<file path="config.mk">
export PLATFORM = sky130hd
export DESIGN_NAME = regfile_sb
export DESIGN_NICKNAME = d
export VERILOG_FILES = /design/src/rtl/regfile_sb.sv
export SDC_FILE = /design/constraint.sdc
export NUM_CORES = 2
export LEC_CHECK = 0
export ABC_AREA = 0
export CAP_MARGIN = 5
export CORE_MARGIN = 5
export CORE_UTILIZATION = 50
export DETAILED_ROUTE_END_ITERATION = 6
export PLACE_DENSITY = 0.71
export SLEW_MARGIN = 20
export SYNTH_ARGS = -nofsm -noshare
export SYNTH_HDL_FRONTEND = slang
export SYNTH_SLANG_ARGS = --single-unit
</file>
<file path="constraint.sdc">
create_clock -name clk -period 5 [get_ports clk]
set_clock_uncertainty 0.1 [all_clocks]
set_input_delay 1.25 -clock clk [delete_from_list [all_inputs] [get_ports clk]]
set_output_delay 1.25 -clock clk [all_outputs]
set_load 0.05 [all_outputs]
</file>
<file path="src/rtl/regfile_sb.sv">
// RV32I register file: 2 async read ports, 1 write port, hardwired x0, per-register busy scoreboard.
// Reads and a0 take 0 cycles, writes land at posedge; REGFILE_BYPASS_EN adds same-cycle write-through and early busy clear.
module regfile_sb #(
  parameter int ADDRESS_WIDTH = 5,
  parameter int DATA_WIDTH    = 32,
  parameter int A0_INDEX      = 10
) (
  input  logic                     clk,
  input  logic                     rst_n,
  input  logic [ADDRESS_WIDTH-1:0] rs1,
  input  logic [ADDRESS_WIDTH-1:0] rs2,
  output logic [DATA_WIDTH-1:0]    RD1,
  output logic [DATA_WIDTH-1:0]    RD2,
  output logic                     busy1,
  output logic                     busy2,
  input  logic                     iss_valid,
  input  logic [ADDRESS_WIDTH-1:0] iss_rd,
  output logic                     iss_ready,
  input  logic [ADDRESS_WIDTH-1:0] rd,
  input  logic                     WE3,
  input  logic [DATA_WIDTH-1:0]    WD3,
  output logic [DATA_WIDTH-1:0]    a0
);

  localparam int NREG = 1 << ADDRESS_WIDTH;
  localparam logic [ADDRESS_WIDTH-1:0] A0_ADDR = ADDRESS_WIDTH'(A0_INDEX);

  logic [DATA_WIDTH-1:0] regs [NREG];
  logic [NREG-1:0]       busy;
  logic [NREG-1:0]       busy_nxt;
  logic                  wr_en;
  logic                  iss_set;

  assign wr_en = WE3 && (rd != '0);

  // A writeback retiring on the same index frees the single outstanding-write slot.
  assign iss_ready = !(iss_valid && (iss_rd != '0) && busy[iss_rd] && !(WE3 && (rd == iss_rd)));
  assign iss_set   = iss_valid && iss_ready && (iss_rd != '0);

  // Set is applied after clear so a new producer issued in the retiring cycle stays outstanding.
  always_comb begin
    busy_nxt = busy;
    if (wr_en)   busy_nxt[rd]     = 1'b0;
    if (iss_set) busy_nxt[iss_rd] = 1'b1;
    busy_nxt[0] = 1'b0;
  end

  always_ff @(posedge clk or negedge rst_n) begin
    if (!rst_n) begin
      for (int i = 0; i < NREG; i++) regs[i] <= '0;
      busy <= '0;
    end else begin
      if (wr_en) regs[rd] <= WD3;
      busy <= busy_nxt;
    end
  end

`ifdef REGFILE_BYPASS_EN
  always_comb begin
    RD1   = (rs1 == '0) ? '0 : ((wr_en && (rd == rs1)) ? WD3 : regs[rs1]);
    RD2   = (rs2 == '0) ? '0 : ((wr_en && (rd == rs2)) ? WD3 : regs[rs2]);
    a0    = (A0_ADDR == '0) ? '0 : ((wr_en && (rd == A0_ADDR)) ? WD3 : regs[A0_ADDR]);
    busy1 = busy[rs1] && (rs1 != '0) && !(WE3 && (rd == rs1));
    busy2 = busy[rs2] && (rs2 != '0) && !(WE3 && (rd == rs2));
  end
`else
  always_comb begin
    RD1   = (rs1 == '0) ? '0 : regs[rs1];
    RD2   = (rs2 == '0) ? '0 : regs[rs2];
    a0    = (A0_ADDR == '0) ? '0 : regs[A0_ADDR];
    busy1 = busy[rs1] && (rs1 != '0);
    busy2 = busy[rs2] && (rs2 != '0);
  end
`endif

endmodule

</file>
### After elaboration in Yosys (flattened, before gate mapping)

Cells that the tools add are included.

| storage, ports and cells | value |
|---|---|
| memories | 0 |
| bits in read-only memories | 0 |
| register bits after elaboration | 1055 |
| latch bits | 0 |
| output and inout bits | 99 |
| RAM bits | 0 |
| input bits | 56 |
| word-level logic and storage cells | 93 |

| cells by class | value |
|---|---|
| magnitude comparators | 10 |
| multiplexer cells | 23 |
| reduce and logical (&&, ||, !) cells | 20 |
| multiply operators | 0 |
| divide/modulo/power cells | 0 |
| bitwise operators | 6 |
| shift-type cells | 0 |
| equal/unequal tests | 1 |
| add/subtract/negate cells | 0 |

Operators with widths:

| cell | number |
|---|---|
| $bwmux W1024 | 1 |
| $bmux W32 S5 | 2 |
| $mux W32 | 9 |
| $demux W32 S5 | 1 |
| $and A32 B32 Y32 | 1 |
| $not A32 Y32 | 1 |
| $or A32 B32 Y32 | 1 |
| $lt A5 B6 Y1 const B | 4 |
| $reduce_bool A5 Y1 | 4 |
| $ge A6 B6 Y1 const B | 3 |
| $not A5 Y6 | 3 |
| $bmux W1 S5 | 3 |
| $logic_and A1 B1 Y1 | 12 |
| $demux W1 S5 | 2 |
| $ge A5 B1 Y1 const B | 2 |
| $logic_not A5 Y1 | 2 |
| $lt A6 B1 Y1 const B | 1 |
| $eq A5 B5 Y1 | 1 |
| $mux W1 | 5 |
| $logic_not A1 Y1 | 2 |

### Depth between registers and ports, before layout

| depth | value |
|---|---|
| depth after elaboration | 9 |
| gate-level depth with buffers | 8 |
| depth with buffers taken out | 5 |

### Worst setup path before layout

OpenSTA, ideal clock, no wires.

| path | value |
|---|---|
| kind | in2out |
| start point | in rs2[1] |
| end point | out RD2[0] |
| cell stages on the path | 7 |
| arrival | 3.173 ns |
| required time | 3.650 ns |
| buffers on the path | 3 |
| setup slack | 0.477 ns |
| path through | buf_2 clkbuf_1 clkbuf_1 mux4_2 mux4_2 inv_1 o21ai_1 |

| on the way | value |
|---|---|
| longest elaborated chain between the ends | 5 |
| elaborated cells between the ends (all ways) | 6 |
| classes of those cells | mux (4); bitwise (1); reduce/logical (1) |

Ends and longest elaborated chain:

| what | RTL line | source |
|---|---|---|
| start, declared | 11 | `input logic [ADDRESS_WIDTH-1:0] rs2,` |
| $not A5 Y6 (implied by the code) | 69 | `RD2 = (rs2 == '0) ? '0 : regs[rs2];` |
| $bmux W32 S5 | 69 |  |
| $mux W32 (implied by the code) (2 in series) | 69 |  |
| $mux W32 * | 69 |  |
| end, declared | 13 | `output logic [DATA_WIDTH-1:0] RD2,` |

Mark *: on every way between the ends. The rest lies on a longest branch, timed or not. The select of a mux whose other input is x is not followed.

### Worst setup path in the final report

| path | value |
|---|---|
| start point | in rs2[0] |
| end point | out RD2[7] |

Same word-level chain as after synthesis.

==> flow_summary.toml <==
[run_status]
outcome = "complete, no violations"

[cts]
cts_tree = "yes"
clock-sinks = 1055
root_buffer = "clkbuf_16"
htree_levels = 3
clkSlewWorstSetupHoldPaths_ps = 60
clk_path_buf_depth = 3
cts_setup_buffers = 0
clk_latency_ps = 710
cts_hold_buf = 0
numCtsBuffers = 110

[layout]
area_growth_pct = 13.0
fillers = 8723
layout_common_cells = "1,055 x dfrtp_1, 994 x mux2_2, 661 x mux4_2"
seqCellArea_mm2 = 0.0264
fin_cells = 5187
multiInputGateArea_mm2 = 0.0281
drive_gt1_share_pct = 58.9
final_common_cell = "dfrtp_1"
nets = 3644

[flow_run]
cap_viol_max_count = 0

[sta]
fmax_mhz = 205
worst_pin_slew_ps = 1160
max-slew-margin-rel_pct = 22.3
tns_ps = 0
rsz0062_at_grt = "false"
finalHoldViolations = 0
min_period_ps = 4880
post-route-period-util_pct = 97.5
slew_viol_final = 0
finalSetupViolCount = 0

[place]
dp_hpwl_mm = 105
port_buffers = 154
placed_cells = 4976
globalplace.congestion = 0.872

[floorplanning]
rows = 123
dieWidth_um = 347
core_mm2 = 0.113
start_util_pct = 50.4
die_area_mm2 = 0.120
num_io_pins = 155
die_h_um = 347

[route]
final_antenna_net_count = 0
drt_iter0_drc = 3526
wl_per_cell_um = 32.0
drcViolationCount = 0
dr.pass1.iters = 7
vias = 34700
via_per_inst = 6.69
wl_mm = 166

[critical_path]
cpMaxStageDelayCell = "mux4_2"
worstPathCellList = "buf_12 > buf_16 > mux4_2 > mux4_2 > inv_1 > o21ai_2 > buf_4 > buf_4"
arrival_ps = 3530
path_depth = 8
worstPathRequired_ps = 3650
crit_type = "in2out"
r2r_cells = 6
crit_path_start_kind = "primary input"
critPathTopFamily = "multiplexers"
slowest_delay_ps = 550
crit_buf_inv = 5
worstPathMaxFanout = 30
endpoint_kind = "output pin"

[synthesis]
synthCells = 3577
avgSynthCellArea_um2 = 15.9
ys_warn_count = 0
synth-seq-cells = 1055
synth_nets = 3633
synth_top_flop_cell = "dfrtp_1"
synth_edf_count = 0
ys_async_sr_fraction_pct = 100
synthesis.area_mm2 = 0.0568
yosysSeqAreaShare_pct = 46.5
ys_types = 42

[grt]
grt_pass1_wl_mm = 248
grt_pass1_vias = 36200
grt_usage_pct = 27.5
antenna_found_initial = 15
overflow = 0
grt_max_degree = 166

[hold_path]
hold_path_class = "reg2reg"
holdPathStages = 0

[power_and_ir_drop]
peakVddDrop_v = 0.000318
power_mw = 26.5
powerDensity_mw_per_mm2 = 413
leakage_nw = 27.4
## Yosys cell counts, drive strengths merged (2+ instances only)
master     n  area share, %
dfrtp   1055             46
mux2     997             20
mux4     661             26
clkbuf   230            1.5
buf      229            2.3
nand2     89           0.59
inv       70           0.46
o21ai     67           0.59
nor2      36           0.24
o31ai     32           0.42
a22oi     19           0.25
nor2b     13           0.14
a21oi     11          0.097
and2      10           0.11
mux2i      7           0.12
nand3      7          0.062
nand3b     7          0.093
and3       6          0.066
and3b      5          0.077
xor2       4          0.062
o22ai      3          0.033
or3b       3          0.046
nor3       2          0.018
nor4b      2          0.042
o41ai      2          0.031
## flip-flops by register name, summed over array words and instances, names as in the netlist
register  cells
a0           32
busy         31
regs        992
## worst paths after layout
check	endpoint	startpoint	slack [ps]
worst max-delay path	RD2[7]	rs2[0]	120
worst min-delay path	regs[996]	regs[996]	290
worst max register to register	busy[1]	busy[10]	2820
worst min register to register	regs[996]	regs[996]	290
max in group asynchronous	regs[811]	rst_n	3170
min in group asynchronous	regs[423]	rst_n	390
## metal layers
metal  share of wire (%)  global-route usage (%)  up-vias
met5               0.059                       0        -
met4                 3.6                    8.65       16
met3                 9.1                    7.82      356
met2                  47                    42.5     1481
met1                  40                    38.4    19000
li1                    -                       -    13800
## worst register-to-register path: stages (launching register included)
cell and delay (ps):
dfrtp_1 420, mux4_2 470, nand2b_1 130, o221a_2 200, nand3_1 130, buf_4 290, o31ai_1 320
## repair_timing
item	4_1_cts	5_1_grt
pin swaps	0	0
cloned	0	0
resized for setup	3	1
endpoints found under the setup margin	1	1
## area by class of cell
class                           count  area share (%)
Antenna cell                        8          0.0312
Clock buffer                      159            5.00
Clock inverter                     44           0.938
Inverter                           70           0.409
Multi-Input combinational cell   1993            43.7
Sequential cell                  1055            41.1
Tap cell                         1500            2.92
Timing Repair Buffer              358            5.84
## stage by stage
stage	utilization, %	area [um2]	setup WS (ps)	hold WS [ps]
after floorplan	-	56800	477	341
after global placement	53.6	60400	-101	277
after detailed placement	53.6	60400	-102	283
after CTS	57.0	64200	1.39	297
after global routing	57.0	64200	54.7	308
final	57.0	64200	125	294
## cells by family after synthesis
logic type | after synthesis | synth area share, %
AOI/OAI and AO/OA | 139 | 1.51
xor gates and xnor gates | 5 | 0.0771
buffers and inverters | 529 | 4.32
DFF | 1055 | 46.5
muxes | 1665 | 46.1
and+or+nand+nor | 184 | 1.53
## power by group
| part | switching, mW | internal (mW) | total [mW] | leakage [nW] |
|---|---|---|---|---|
| Clock | 3.54 | 5.16 | 8.70 | 1.89 |
| Combinational | 2.77 | 3.60 | 6.37 | 12.0 |
| Sequential | 1.27 | 10.2 | 11.4 | 13.5 |
| Total | 7.57 | 18.9 | 26.5 | 27.4 |
Note: power is estimated with default switching activity, not from simulation.
